==> config.mk <==
export PLATFORM = sky130hd
export DESIGN_NAME = load_store_unit
export DESIGN_NICKNAME = d
export VERILOG_FILES = /design/src/rtl/load_store_unit.sv
export SDC_FILE = /design/constraint.sdc
export NUM_CORES = 1
export LEC_CHECK = 0
export BUFFER_PORTS_ARGS = -buffer_cell sky130_fd_sc_hd__buf_2
export CELL_PAD_IN_SITES_DETAIL_PLACEMENT = 1
export CELL_PAD_IN_SITES_GLOBAL_PLACEMENT = 1
export CORE_MARGIN = 2
export CORE_UTILIZATION = 38
export DETAILED_ROUTE_END_ITERATION = 10
export PLACE_DENSITY = 0.92
export SLEW_MARGIN = 20
export SYNTH_ARGS = -nofsm -noshare
export SYNTH_HDL_FRONTEND = slang
export SYNTH_SLANG_ARGS = --single-unit
==> constraint.sdc <==
create_clock -name clk -period 4 [get_ports clk]
set_input_delay 0.6 -clock clk [delete_from_list [all_inputs] [get_ports clk]]
set_output_delay 0.6 -clock clk [all_outputs]
set_load 0.01 [all_outputs]
==> src/rtl/load_store_unit.sv <==
// Load/store unit: RV32I byte/halfword/word access to a word-wide data memory.
// Sub-word stores use read-modify-write. Misaligned, out-of-range or illegal accesses
// complete with resp_err and never touch memory.
`timescale 1ns/1ps
module load_store_unit #(
   parameter int unsigned DEPTH_WORDS = 32
) (
   input  logic        clk,
   input  logic        reset,
   input  logic        req_valid,
   output logic        req_ready,
   input  logic        req_write,
   input  logic [2:0]  funct3,
   input  logic [31:0] addr,
   input  logic [31:0] wdata,
   output logic        resp_valid,
   output logic        resp_err,
   output logic [31:0] resp_rdata,
   output logic        mem_read,
   output logic        mem_write,
   output logic [31:0] data_addr,
   output logic [31:0] write_data,
   input  logic [31:0] read_data
);

   localparam logic [2:0] S_IDLE    = 3'd0;
   localparam logic [2:0] S_READ    = 3'd1;
   localparam logic [2:0] S_CAPTURE = 3'd2;
   localparam logic [2:0] S_WRITE   = 3'd3;
   localparam logic [2:0] S_RESP    = 3'd4;

   // First byte address past the end of the attached memory.
   localparam logic [32:0] ADDR_LIMIT = 33'(DEPTH_WORDS) * 33'd4;

   logic [2:0]  state_q, state_d;
   logic        write_q;
   logic [2:0]  funct3_q;
   logic [31:0] addr_q;
   logic [31:0] wword_q;   // store data, becomes the merged word for SB/SH
   logic        err_q;
   logic [31:0] rdata_q;

   logic        accept;
   logic        code_ok;
   logic        is_half;
   logic        is_word;
   logic        req_err;
   logic [31:0] load_val;
   logic [31:0] merged;

   assign req_ready = (state_q == S_IDLE) && !reset;
   assign accept    = req_valid && req_ready;
   assign is_half   = (funct3[1:0] == 2'b01);
   assign is_word   = (funct3[1:0] == 2'b10);

   // Classify the incoming request.
   always_comb begin
      code_ok = 1'b0;
      if (req_write) begin
         code_ok = (funct3 == 3'b000) || (funct3 == 3'b001) || (funct3 == 3'b010);
      end else begin
         code_ok = (funct3 == 3'b000) || (funct3 == 3'b001) || (funct3 == 3'b010) ||
                   (funct3 == 3'b100) || (funct3 == 3'b101);
      end
      req_err = !code_ok || (is_half && addr[0]) || (is_word && (addr[1:0] != 2'b00)) ||
                ({1'b0, addr} >= ADDR_LIMIT);
   end

   // Extract and extend the addressed lane of the memory word for loads.
   always_comb begin
      logic [7:0]  lane_b;
      logic [15:0] lane_h;
      lane_b = 8'h00;
      unique case (addr_q[1:0])
         2'd0: lane_b = read_data[7:0];
         2'd1: lane_b = read_data[15:8];
         2'd2: lane_b = read_data[23:16];
         2'd3: lane_b = read_data[31:24];
      endcase
      lane_h = addr_q[1] ? read_data[31:16] : read_data[15:0];
      case (funct3_q[1:0])
         2'b00:   load_val = {{24{lane_b[7] & ~funct3_q[2]}}, lane_b};
         2'b01:   load_val = {{16{lane_h[15] & ~funct3_q[2]}}, lane_h};
         default: load_val = read_data;
      endcase
   end

   // Replace only the addressed byte/halfword of the read word for SB/SH.
   always_comb begin
      merged = read_data;
      if (funct3_q[1:0] == 2'b01) begin
         if (addr_q[1]) merged[31:16] = wword_q[15:0];
         else           merged[15:0]  = wword_q[15:0];
      end else begin
         unique case (addr_q[1:0])
            2'd0: merged[7:0]   = wword_q[7:0];
            2'd1: merged[15:8]  = wword_q[7:0];
            2'd2: merged[23:16] = wword_q[7:0];
            2'd3: merged[31:24] = wword_q[7:0];
         endcase
      end
   end

   // Next-state selection.
   always_comb begin
      state_d = state_q;
      case (state_q)
         S_IDLE: begin
            if (accept) begin
               if (req_err)                  state_d = S_RESP;
               else if (req_write && is_word) state_d = S_WRITE;
               else                          state_d = S_READ;
            end
         end
         S_READ:    state_d = S_CAPTURE;
         S_CAPTURE: state_d = write_q ? S_WRITE : S_RESP;
         S_WRITE:   state_d = S_RESP;
         S_RESP:    state_d = S_IDLE;
         default:   state_d = S_IDLE;
      endcase
   end

   // State, request latch, merge buffer and load result.
   always_ff @(posedge clk) begin
      if (reset) begin
         state_q  <= S_IDLE;
         write_q  <= 1'b0;
         funct3_q <= 3'b000;
         addr_q   <= 32'h0;
         wword_q  <= 32'h0;
         err_q    <= 1'b0;
         rdata_q  <= 32'h0;
      end else begin
         state_q <= state_d;
         if (accept) begin
            write_q  <= req_write;
            funct3_q <= funct3;
            addr_q   <= addr;
            wword_q  <= wdata;
            err_q    <= req_err;
            if (req_err) rdata_q <= 32'h0;
         end
         if (state_q == S_CAPTURE) begin
            if (write_q) wword_q <= merged;
            else         rdata_q <= load_val;
         end
         if (state_q == S_WRITE) rdata_q <= 32'h0;
      end
   end

   // Outputs; reset gates memory strobes in the same cycle.
   always_comb begin
      mem_read   = (state_q == S_READ) && !reset;
      mem_write  = (state_q == S_WRITE) && !reset;
      resp_valid = (state_q == S_RESP) && !reset;
      resp_err   = resp_valid && err_q;
      resp_rdata = reset ? 32'h0 : rdata_q;
      data_addr  = (mem_read || mem_write) ? {addr_q[31:2], 2'b00} : 32'h0;
      write_data = mem_write ? wword_q : 32'h0;
   end

endmodule

==> metrics.txt <==
CP peak stage delay=around 800 ps; Hold Path Origin=addr[4]; CP Class=reg -> reg; die area=approximately 0.016 sq mm; ratio of cells with drive above 1 in the final layout=0.2894; grt ovf=0; relative slew slack=0.3437; syn_area_per_cell=7.860 sq um; Syn Std Cell Area=0.005683 sq mm; worst hold stages=3; GPL Wtd Cong=between 0.9 and 1; setup total negative slack=0 ps; Die Height=around 130 um; # diodes=0; Total GRT Usage=0.2605; worst-margin pin slew=a little under 1000 ps; CTS tree=done; ANT nets after route=0; die extent in x=about 130 um; IO Port Bufs=201; # setup viols final=0; Post-synth EDFFs=0; CTS buffer count=9; met2 routed WL=just over 10000 um; Leak=2.983 nW; first-pass GRT wire length=about 33000 um; Clock transition at path regs=70 ps; worst-path cell chain=nor2b_1 -> nor2_1 -> a22o_1 -> a221oi_1 -> a311oi_1; max-cap viol count=0; highest achievable clock rate=approximately 0.36 GHz; most frequent cell after synthesis=nand2_1; M1 WL=~8600 um; drt drc=0; Worst Hold Class=in -> reg; Final Skew=approximately 8 ps; initial core utilization=0.3895; Yosys top cell by area=dfxtp_1; WL met3=roughly 1600 um; Vias/cell=~5.8; Max Slew Vio Count=0; startpoint types=flip-flop; Final Hold Violating Endpoints=0; post-synthesis sequential area ratio=0.3664; Vias=between 6k and 7k; Synth cell types=50; commonest cells in the netlist=119 x nand2_1, 104 x dfxtp_1, 72 x nor2_1; critical-path maximum fanout=20; RSZ-0062 raised after global routing=no; worst path required time=4210 ps; #FFs+latches synth=between 100 and 150; pin count of the biggest net entering global routing=50; top cell type's share of synthesized area=0.3664; Routed wire per std cell=approximately 20 um; status=finished, final reports clean; worst reg2reg path depth=5; arrival time worst endpoint=just under 3000 ps; CTS Hold Bufs=0; H-tree depth=3; P&R area growth vs syn=23.71%; CORE AREA=between 0.01 and 0.015 sq mm; PwrDens=between 300 and 400 mW/mm^2; # IOs=roughly 200; Worst Hold End=addr_q[4]; vias in the first global route=between 6k and 7k; reg2reg end=wword_q[25]; final worst-path cycle share=0.6888; worst skew pair latency=about 350 ps; Iter 0 DRT Violations=approximately 510; max layer used=met4; CP Capture Type=flip-flop; critical path's slowest cell=dfxtp_1; Most used DFF post-synth=dfxtp_1; Finished Core Util=0.4819; Initial DRT Pass Iterations=6; Nets=between 900 and 1k; WL final=21260 um; Site Rows=between 40 and 50; Async S/R FF share, synth=0; post-CTS sizing=0; setup bufs post-CTS=0; initial antenna violation count=0; synth warn=0; synth top area cells=dfxtp_1 37%, nand2_1 7.9%, nor2_1 4.8%; Final HPWL DP=15290 um; cells after synthesis=~720; Period minus WS final=between 2000 and 3000 ps; Max IR drop VDD=0.1942 mV; clk root buf=clkbuf_16; worst-case clock buffer depth=2; R2R setup slack=around 1200 ps; worst reg2reg path startpoint=funct3_q[0]; clock sinks=roughly 100
-- worst max-delay path by stage --
stage	startpoint	end	slack, ps
detailed placement	reset	rdata_q[0]	1170
finish	funct3_q[0]	wword_q[25]	1240
global route	funct3_q[0]	wword_q[24]	1050
global placement	reset	rdata_q[1]	1230
floorplan	reset	resp_err	1720
CTS	state_q[2]	data_addr[25]	1280
-- cell type report --
cell class,instances,area [sq um]
clock inverter,4,55.05
fill,1865,7559
clock buffer,11,242.7
multi-input combinational,546,3283
inverter,9,33.78
tap,184,230.2
timing repair buffer,214,1104
sequential,104,2082
-- kinds of logic (layout without fill, tap and decap cells) --
| group | after synthesis | after routing | share of synthesized area |
|---|---|---|---|
| buffers and inverters | 74 | 238 | 0.05878 |
| other | 1 | 2 | 0.0006599 |
| and+or+nand+nor | 333 | 333 | 0.2851 |
| AOI/OAI and AO/OA | 200 | 200 | 0.2684 |
| muxes | 11 | 11 | 0.02070 |
| DFF | 104 | 104 | 0.3664 |
-- registers in the layout, indices dropped and copies added (netlist names) --
signal    cells
addr_q       32
rdata_q      32
write_q       1
err_q         1
funct3_q      3
wword_q      32
state_q       3
-- metrics by stage --
| stage | setup slack, ps | cell area (sq um) | std cells | hold WS, ps | power (W) |
|---|---|---|---|---|---|
| 6_report | 1245 | 7030 | 1072 | 442.9 | 0.002366 |
| 5_1_grt | 1047 | 7030 | 1072 | 457.1 | 0.002457 |
| 4_1_cts | 1279 | 7030 | 1072 | 438.0 | 0.002373 |
| 3_5_place_dp | 1172 | 6733 | 1057 | 436.7 | 0.001473 |
| 3_3_place_gp | 1230 | 6733 | 1057 | 432.2 | 0.001462 |
| 2_1_floorplan | 1725 | 5687 | 724 | 418.1 | 0.001336 |
-- cell usage in the layout (no fill, tap or decap), types with 22 or more instances in the layout --
| master | instances |
|---|---|
| nor2_1 | 72 |
| buf_2 | 201 |
| and2_1 | 35 |
| o21ai_0 | 41 |
| nand2b_1 | 35 |
| dfxtp_1 | 104 |
| nor2b_1 | 37 |
| a221oi_1 | 23 |
| a21oi_1 | 22 |
| nand2_1 | 118 |
-- worst max-delay path: cells and delay by family (launching register included) --
family / cells / cell delay, ps
and+or+nand+nor: 2 / 1090
DFF: 1 / 790
AOI/OAI and AO/OA: 3 / 720
-- layer usage --
layer	vias up	track usage
met5	-	0
met2	304	0.4244
met4	0	0.1332
met3	67	0.04977
met1	2997	0.3297
li1	2877	-
-- power by group --
| group | leakage, nW | switching (W) | internal (W) | total (W) |
|---|---|---|---|---|
| logic | 1.99 | 0.000210 | 0.000131 | 0.000341 |
| clock network | 0.142 | 0.000402 | 0.000502 | 0.000904 |
| registers | 0.849 | 0.0000408 | 0.00108 | 0.00112 |
| total | 2.98 | 0.000653 | 0.00171 | 0.00237 |
Power figures use the tool's default switching activity.
